==> src/rtl/rev_alu_pkg.sv <==
// Shared opcodes, FSM states and reversible gate helpers
// for the bit-serial reversible ALU controller.
package rev_alu_pkg;

  localparam int WIDTH_DEF = 8;

  typedef enum logic [2:0] {
    OP_ADD   = 3'b000,
    OP_SUB   = 3'b001,
    OP_AND   = 3'b010,
    OP_OR    = 3'b011,
    OP_XOR   = 3'b100,
    OP_PASSA = 3'b101
  } op_e;

  typedef enum logic [1:0] {
    S_IDLE = 2'b00,
    S_RUN  = 2'b01,
    S_DONE = 2'b10
  } state_e;

  // Fredkin controlled swap, Q output: c ? y : x
  function automatic logic fred_q(
    input logic c,
    input logic x,
    input logic y
  );
    return (~c & x) | (c & y);
  endfunction

  function automatic logic hng_r(
    input logic a,
    input logic b,
    input logic c
  );
    return a ^ b ^ c;
  endfunction

  function automatic logic hng_s(
    input logic a,
    input logic b,
    input logic c,
    input logic d
  );
    return ((a ^ b) & c) ^ (a & b) ^ d;
  endfunction

endpackage

==> src/rtl/rev_alu_bit.sv <==
// One-bit reversible ALU slice: HNG full adder plus
// Fredkin selection; garbage outputs are never formed.
module rev_alu_bit
  import rev_alu_pkg::*;
(
  input  logic       a,
  input  logic       b,
  input  logic       cin,
  input  logic [2:0] op,
  output logic       s,
  output logic       cout
);

  logic sub;
  logic bx;
  logic sum;
  logic cy;
  logic and_v;
  logic or_v;
  logic xor_v;
  logic m_lo;
  logic m_hi;
  logic arith;

  assign sub   = ~op[2] & ~op[1] & op[0];
  assign bx    = fred_q(sub, b, ~b);
  assign sum   = hng_r(a, bx, cin);
  assign cy    = hng_s(a, bx, cin, 1'b0);
  assign and_v = fred_q(a, 1'b0, b);
  assign or_v  = fred_q(a, b, 1'b1);
  assign xor_v = hng_r(a, b, 1'b0);

  assign m_lo = fred_q(op[1], sum,
                       fred_q(op[0], and_v, or_v));
  assign m_hi = fred_q(op[1],
                       fred_q(op[0], xor_v, a), 1'b0);
  assign s    = fred_q(op[2], m_lo, m_hi);

  assign arith = ~op[2] & ~op[1];
  assign cout  = fred_q(arith, 1'b0, cy);

endmodule

==> src/rtl/rev_serial_alu_ctrl.sv <==
// Bit-serial controller around one reversible ALU slice.
// Define REV_SERIAL_OVF_EN to enable the signed overflow flag.
module rev_serial_alu_ctrl
  import rev_alu_pkg::*;
#(
  parameter int WIDTH = WIDTH_DEF
) (
  input  logic             clk,
  input  logic             rst_n,
  input  logic             start,
  input  logic             abort,
  input  logic [2:0]       op,
  input  logic [WIDTH-1:0] a,
  input  logic [WIDTH-1:0] b,
  output logic             busy,
  output logic             done,
  output logic [WIDTH-1:0] result,
  output logic             cout,
  output logic             zero,
  output logic             ovf
);

  localparam int CW = $clog2(WIDTH);

  state_e           state;
  logic [WIDTH-1:0] a_sr;
  logic [WIDTH-1:0] b_sr;
  logic [WIDTH-1:0] res_sr;
  logic [WIDTH-1:0] res_nx;
  logic [2:0]       op_q;
  logic [CW-1:0]    cnt;
  logic             carry;
  logic             sl_s;
  logic             sl_cout;
  logic             last;

  rev_alu_bit u_bit (
    .a    (a_sr[0]),
    .b    (b_sr[0]),
    .cin  (carry),
    .op   (op_q),
    .s    (sl_s),
    .cout (sl_cout)
  );

  assign last   = (cnt == CW'(WIDTH - 1));
  assign res_nx = {sl_s, res_sr[WIDTH-1:1]};

`ifdef REV_SERIAL_OVF_EN
  logic arith;
  assign arith = ~op_q[2] & ~op_q[1];

  // carry flop still holds the MSB carry-in on the last bit
  always_ff @(posedge clk or negedge rst_n) begin
    if (!rst_n) begin
      ovf <= 1'b0;
    end else if (state == S_RUN && !abort && last) begin
      ovf <= arith & (carry ^ sl_cout);
    end
  end
`else
  assign ovf = 1'b0;
`endif

  always_ff @(posedge clk or negedge rst_n) begin
    if (!rst_n) begin
      state  <= S_IDLE;
      busy   <= 1'b0;
      done   <= 1'b0;
      result <= '0;
      cout   <= 1'b0;
      zero   <= 1'b0;
      a_sr   <= '0;
      b_sr   <= '0;
      res_sr <= '0;
      op_q   <= '0;
      cnt    <= '0;
      carry  <= 1'b0;
    end else begin
      unique case (state)
        S_IDLE: begin
          done <= 1'b0;
          if (start && !abort) begin
            a_sr  <= a;
            b_sr  <= b;
            op_q  <= op;
            cnt   <= '0;
            carry <= (op == OP_SUB);
            state <= S_RUN;
            busy  <= 1'b1;
          end
        end
        S_RUN: begin
          if (abort) begin
            state <= S_IDLE;
            busy  <= 1'b0;
          end else begin
            a_sr   <= a_sr >> 1;
            b_sr   <= b_sr >> 1;
            res_sr <= res_nx;
            carry  <= sl_cout;
            cnt    <= cnt + CW'(1);
            if (last) begin
              state  <= S_DONE;
              done   <= 1'b1;
              result <= res_nx;
              cout   <= sl_cout;
              zero   <= ~|res_nx;
            end
          end
        end
        S_DONE: begin
          state <= S_IDLE;
          busy  <= 1'b0;
          done  <= 1'b0;
        end
        default: begin
          state <= S_IDLE;
          busy  <= 1'b0;
          done  <= 1'b0;
        end
      endcase
    end
  end

endmodule

==> config.mk <==
export PLATFORM = sky130hd
export DESIGN_NAME = rev_serial_alu_ctrl
export DESIGN_NICKNAME = d
export VERILOG_FILES = /design/src/rtl/rev_alu_pkg.sv /design/src/rtl/rev_alu_bit.sv /design/src/rtl/rev_serial_alu_ctrl.sv
export SDC_FILE = /design/constraint.sdc
export NUM_CORES = 1
export LEC_CHECK = 0
export CAP_MARGIN = 15
export CORE_MARGIN = 2
export CORE_UTILIZATION = 50
export CTS_BUF_LIST = sky130_fd_sc_hd__clkbuf_8 sky130_fd_sc_hd__clkbuf_16
export DETAILED_ROUTE_END_ITERATION = 6
export MAX_ROUTING_LAYER = met4
export PLACE_DENSITY = 0.77
export SLEW_MARGIN = 40
export SYNTH_ARGS = -nofsm -noshare
export SYNTH_HDL_FRONTEND = slang
export SYNTH_SLANG_ARGS = --single-unit
==> constraint.sdc <==
create_clock -name clk -period 2.1 [get_ports clk]
set_clock_uncertainty 0.05 [all_clocks]
set_input_delay 0.315 -clock clk [delete_from_list [all_inputs] [get_ports clk]]
set_output_delay 0.315 -clock clk [all_outputs]
set_load 0.05 [all_outputs]
==> results.md <==
- Outcome: finished, final reports clean
- Final design utilization: about two thirds
- Die Outline Area: 0.004518 mm²
- Worst Setup End Kind: flop
- Final cell area excluding filler cells: approximately 0.0025 mm²
- Most used cells in the layout excluding fill and tap cells: sky130_fd_sc_hd__dfrtp_1, sky130_fd_sc_hd__clkdlybuf4s50_1, sky130_fd_sc_hd__a21oi_1, sky130_fd_sc_hd__mux2_2
- Endpoint arrival time on the critical path: 2.16 ns
- Sequential-to-total area share from yosys stat: roughly 55%
- Final setup violating endpoints: 0
- Worst endpoint required time: around 2.2 ns
- Total half-perimeter wirelength after legalization and detailed placement: roughly 2900 µm
- Total Routing Usage GR: a little over a fifth
- Hold endpoint: cout$_DFFE_PN0P_
- Avg Synthesized Cell Area: around 12 µm²
- Most frequently used flop master after synthesis: sky130_fd_sc_hd__dfrtp_1
- Max incr delay on CP: 0.50 ns
- Class of the worst hold path: flop to flop
- Proportion of synthesized flip-flops having asynchronous set or reset: 100.0%
- CTS sink count: 44
- CTS max path bufs: 2
- Buffers plus inverters on the worst setup path: 0
- Vertical die dimension: 67.22 µm
- Setup slack, reg-to-reg: approximately 0.077 ns
- Sequence of cells on the critical path: nor2_2 -> nand2_1 -> xnor2_1 -> fa_1 -> nor2_1 -> a211o_1 -> a41o_1
- Number of vias after detailed routing: roughly 1400
- Maximum fanout encountered on the critical timing path: 4
- Unique cell type count in the Yosys netlist: 34
- Tightest hold margin: between 0.4 and 0.5 ns
- Gate count of the mapped netlist: between 150 and 200
- Vias in the first global route: roughly 1500
- Switching part of the total: roughly a third
- Tightest slew margin relative to the limit: ~65%
- Overall die width: between 60 and 70 µm
- Max Clock Freq: 494.3 MHz
- Maximum number of pins on one net before global-route repair: 25
- Total standard cell area after synthesis: ~0.0020 mm²
- Worst-case reg-to-reg path depth: 7
- Worst-case vdd ir drop: 0.0005789 V
- Clk root buf: sky130_fd_sc_hd__clkbuf_8
- Growth of design area from synthesis to finish: 27.18%
- First-pass iteration count of the detailed router: 4
- Number of violations of the max-capacitance limit: 0
- Antenna violations before repair: 0
- Final GP Congestion: around 0.8
- Number of top-level pins: 36
- Power density over cell area: approximately 980 mW/mm²
- Final cell count without fillers: 259
- Ratio of final minimum period to clock period: 96.34%
- CTS tree: built
- Most common cell after layout, fill and taps aside: sky130_fd_sc_hd__dfrtp_1
- Post-synth EDFFs: 0
- Most area-consuming cells after synthesis: sky130_fd_sc_hd__dfrtp_1, sky130_fd_sc_hd__mux2_2, sky130_fd_sc_hd__mux2i_1, sky130_fd_sc_hd__a21oi_1, sky130_fd_sc_hd__nor3_1
- Leakage Power: approximately 1.1 nW
- Detailed-route wire length: 3887 µm
- Net count reported at finish: approximately 240
- Final max-slew violation count: 0
- Cell family with most CP delay: adder cells
- Count of synthesis-stage warnings from yosys: 0
- Count of final hold-check violations: 0
- Number of levels the H-tree was split into: 2
- Residual DRC: 0
- Count of standard-cell rows: 22
- Wire length of the first global-routing pass: 6748 µm
- Sum of negative setup slack: 0 ns
- Cell type with the largest total area after synthesis: sky130_fd_sc_hd__dfrtp_1
- Pint: ~1.7 mW
- Transition time at the pin with the least slew margin: 0.5181 ns
- Combinational group share of total power: around 29%
- Met2 track demand over resource: between 30% and 40%
- Min Clock Period, post-route: roughly 2.0 ns
- Number of cells in the design after placement: 250
- GR peak layer: met2
- I/O Buffers: 34
- Overflow left after global routing: 0
- Worst-Skew Late Latency: around 0.29 ns
- Setup Crit Path Kind: flop to flop
- Crit Reg-Reg Startpoint: op_q[2]$_DFFE_PN0P_
- Number of buffers added by the clock tree synthesis step: 5
- Vias per cell: roughly 5.4
- Reg-to-Reg End: zero$_DFFE_PN0P_
- Average wire per standard cell: ~15 µm
- Clock edge transition at the registers on the reported setup and hold paths: around 0.080 ns
- RSZ-0062 raised after global routing: false
- Antenna-violating nets left: 0
- Effective utilization at floorplan: 53.38%
- DRC violation total after the first TritonRoute iteration: 50
- Part of the total power dissipated in sequential elements: roughly 50%
- Met1 track demand over resource: 25.69%
- Startpoint of the tightest hold check path: cout$_DFFE_PN0P_
- Area after DPL: 0.002436 mm²
- Share of post-route cells with drive strength above 1: 18.48%
- Net load switching power: 0.8101 mW
- Net count of the mapped netlist: between 150 and 200
- Global-route track usage on met3: 3.667%
- Number of inserted filler cells in the final layout: about 290
- Top cell type's share of synthesized area: approximately 55%
- Cell type of the slowest stage on the worst timing path: sky130_fd_sc_hd__fa_1
- Register bit total from synthesis: 44
- Core region area: between 0.003 and 0.004 mm²
- Part of the total power dissipated in the clock network: about a fifth
- # diodes: 0
- Instance count along the most critical hold path: 2
- Startpoint types: flop
-- registers in the layout, indices dropped and copies added, names as in the netlist --
| signal | flops |
|---|---|
| done | 1 |
| op_q | 3 |
| state | 2 |
| carry | 1 |
| zero | 1 |
| cnt | 3 |
| b_sr | 8 |
| busy | 1 |
| result | 8 |
| res_sr | 7 |
| cout | 1 |
| a_sr | 8 |
-- synthesized netlist by cell type, drive strengths merged (3+ instances only) --
master	count
nor3	15
a31oi	3
ha	4
nand2	7
buf	9
mux2i	15
mux2	16
a21oi	16
nor2	5
o21ai	4
inv	6
dfrtp	44
-- how the worst max path moves through the flow --
stage | to | from | slack, ns | cells past startpoint
final | zero$_DFFE_PN0P_ | op_q[2]$_DFFE_PN0P_ | 0.08 | 7
after detailed placement | zero$_DFFE_PN0P_ | op_q[1]$_DFFE_PN0P_ | 0.04 | 7
after CTS | zero$_DFFE_PN0P_ | op_q[1]$_DFFE_PN0P_ | 0.03 | 7
after floorplan | zero$_DFFE_PN0P_ | op_q[1]$_DFFE_PN0P_ | 0.18 | 7
after global routing | zero$_DFFE_PN0P_ | op_q[2]$_DFFE_PN0P_ | 0.01 | 7
after global placement | zero$_DFFE_PN0P_ | op_q[1]$_DFFE_PN0P_ | 0.11 | 7
-- final cells by class --
cell class / count / area [µm²] / share of cell area (%)
flip-flops and latches: 44 / 1101 / 43.33
multi-input cells: 108 / 832.0 / 32.74
repair buffers: 45 / 432.9 / 17.04
clock buffers: 6 / 82.58 / 3.250
well taps: 48 / 60.06 / 2.363
inverters: 6 / 22.52 / 0.8863
clock inverters: 2 / 10.01 / 0.3939
-- repair_timing --
item / CTS / global route
setup endpoints to repair: 0 / 3
hold buffers: 1 / 0
gates resized for setup: 0 / 1
setup buffers: 0 / 0
endpoints found under the hold margin: 20 / 0
-- routing by layer --
layer	part of all wire [%]	up-vias
li1	-	679
met1	45	679
met2	49	34
met3	3.5	9
met4	2.1	0
met5	0	-
-- power by group through the flow --
stage,logic [mW],clock network (mW),registers (mW)
2_1_floorplan,0.417,0,1.30
3_3_place_gp,0.678,0,1.25
3_5_place_dp,0.711,0,1.27
4_1_cts,0.718,0.545,1.25
5_1_grt,0.786,0.578,1.29
6_report,0.714,0.530,1.25
-- tightest hold or removal path, delay by kind of cell, from the launching register on --
kind / cells / cell delay (ns)
AO/OA/AOI/OAI: 1 / 0.06
flip-flops: 1 / 0.35
AND/OR/NAND/NOR: 1 / 0.05
-- logic make-up (layout without fill, tap and decap cells) --
family          after synthesis  count (layout)  share of synthesized area (%)
flops                        44              44                          55.10
other cells                   1               1                         0.1877
mux                          31              31                          16.53
xor+xnor                      1               1                         0.4384
simple gates                 41              41                          11.71
buf+inv                      16              59                          3.945
compound gates               29              29                          8.579
fa+ha+maj                     5               5                          3.507
-- stage by stage --
| step | setup WS [ns] | total power [mW] |
|---|---|---|
| after floorplan | 0.1826 | 1.721 |
| after global placement | 0.1136 | 1.923 |
| after detailed placement | 0.04405 | 1.978 |
| after CTS | 0.02619 | 2.515 |
| after global routing | 0.01014 | 2.654 |
| final | 0.07690 | 2.494 |
No activity file was read; power rests on OpenSTA's default activity.
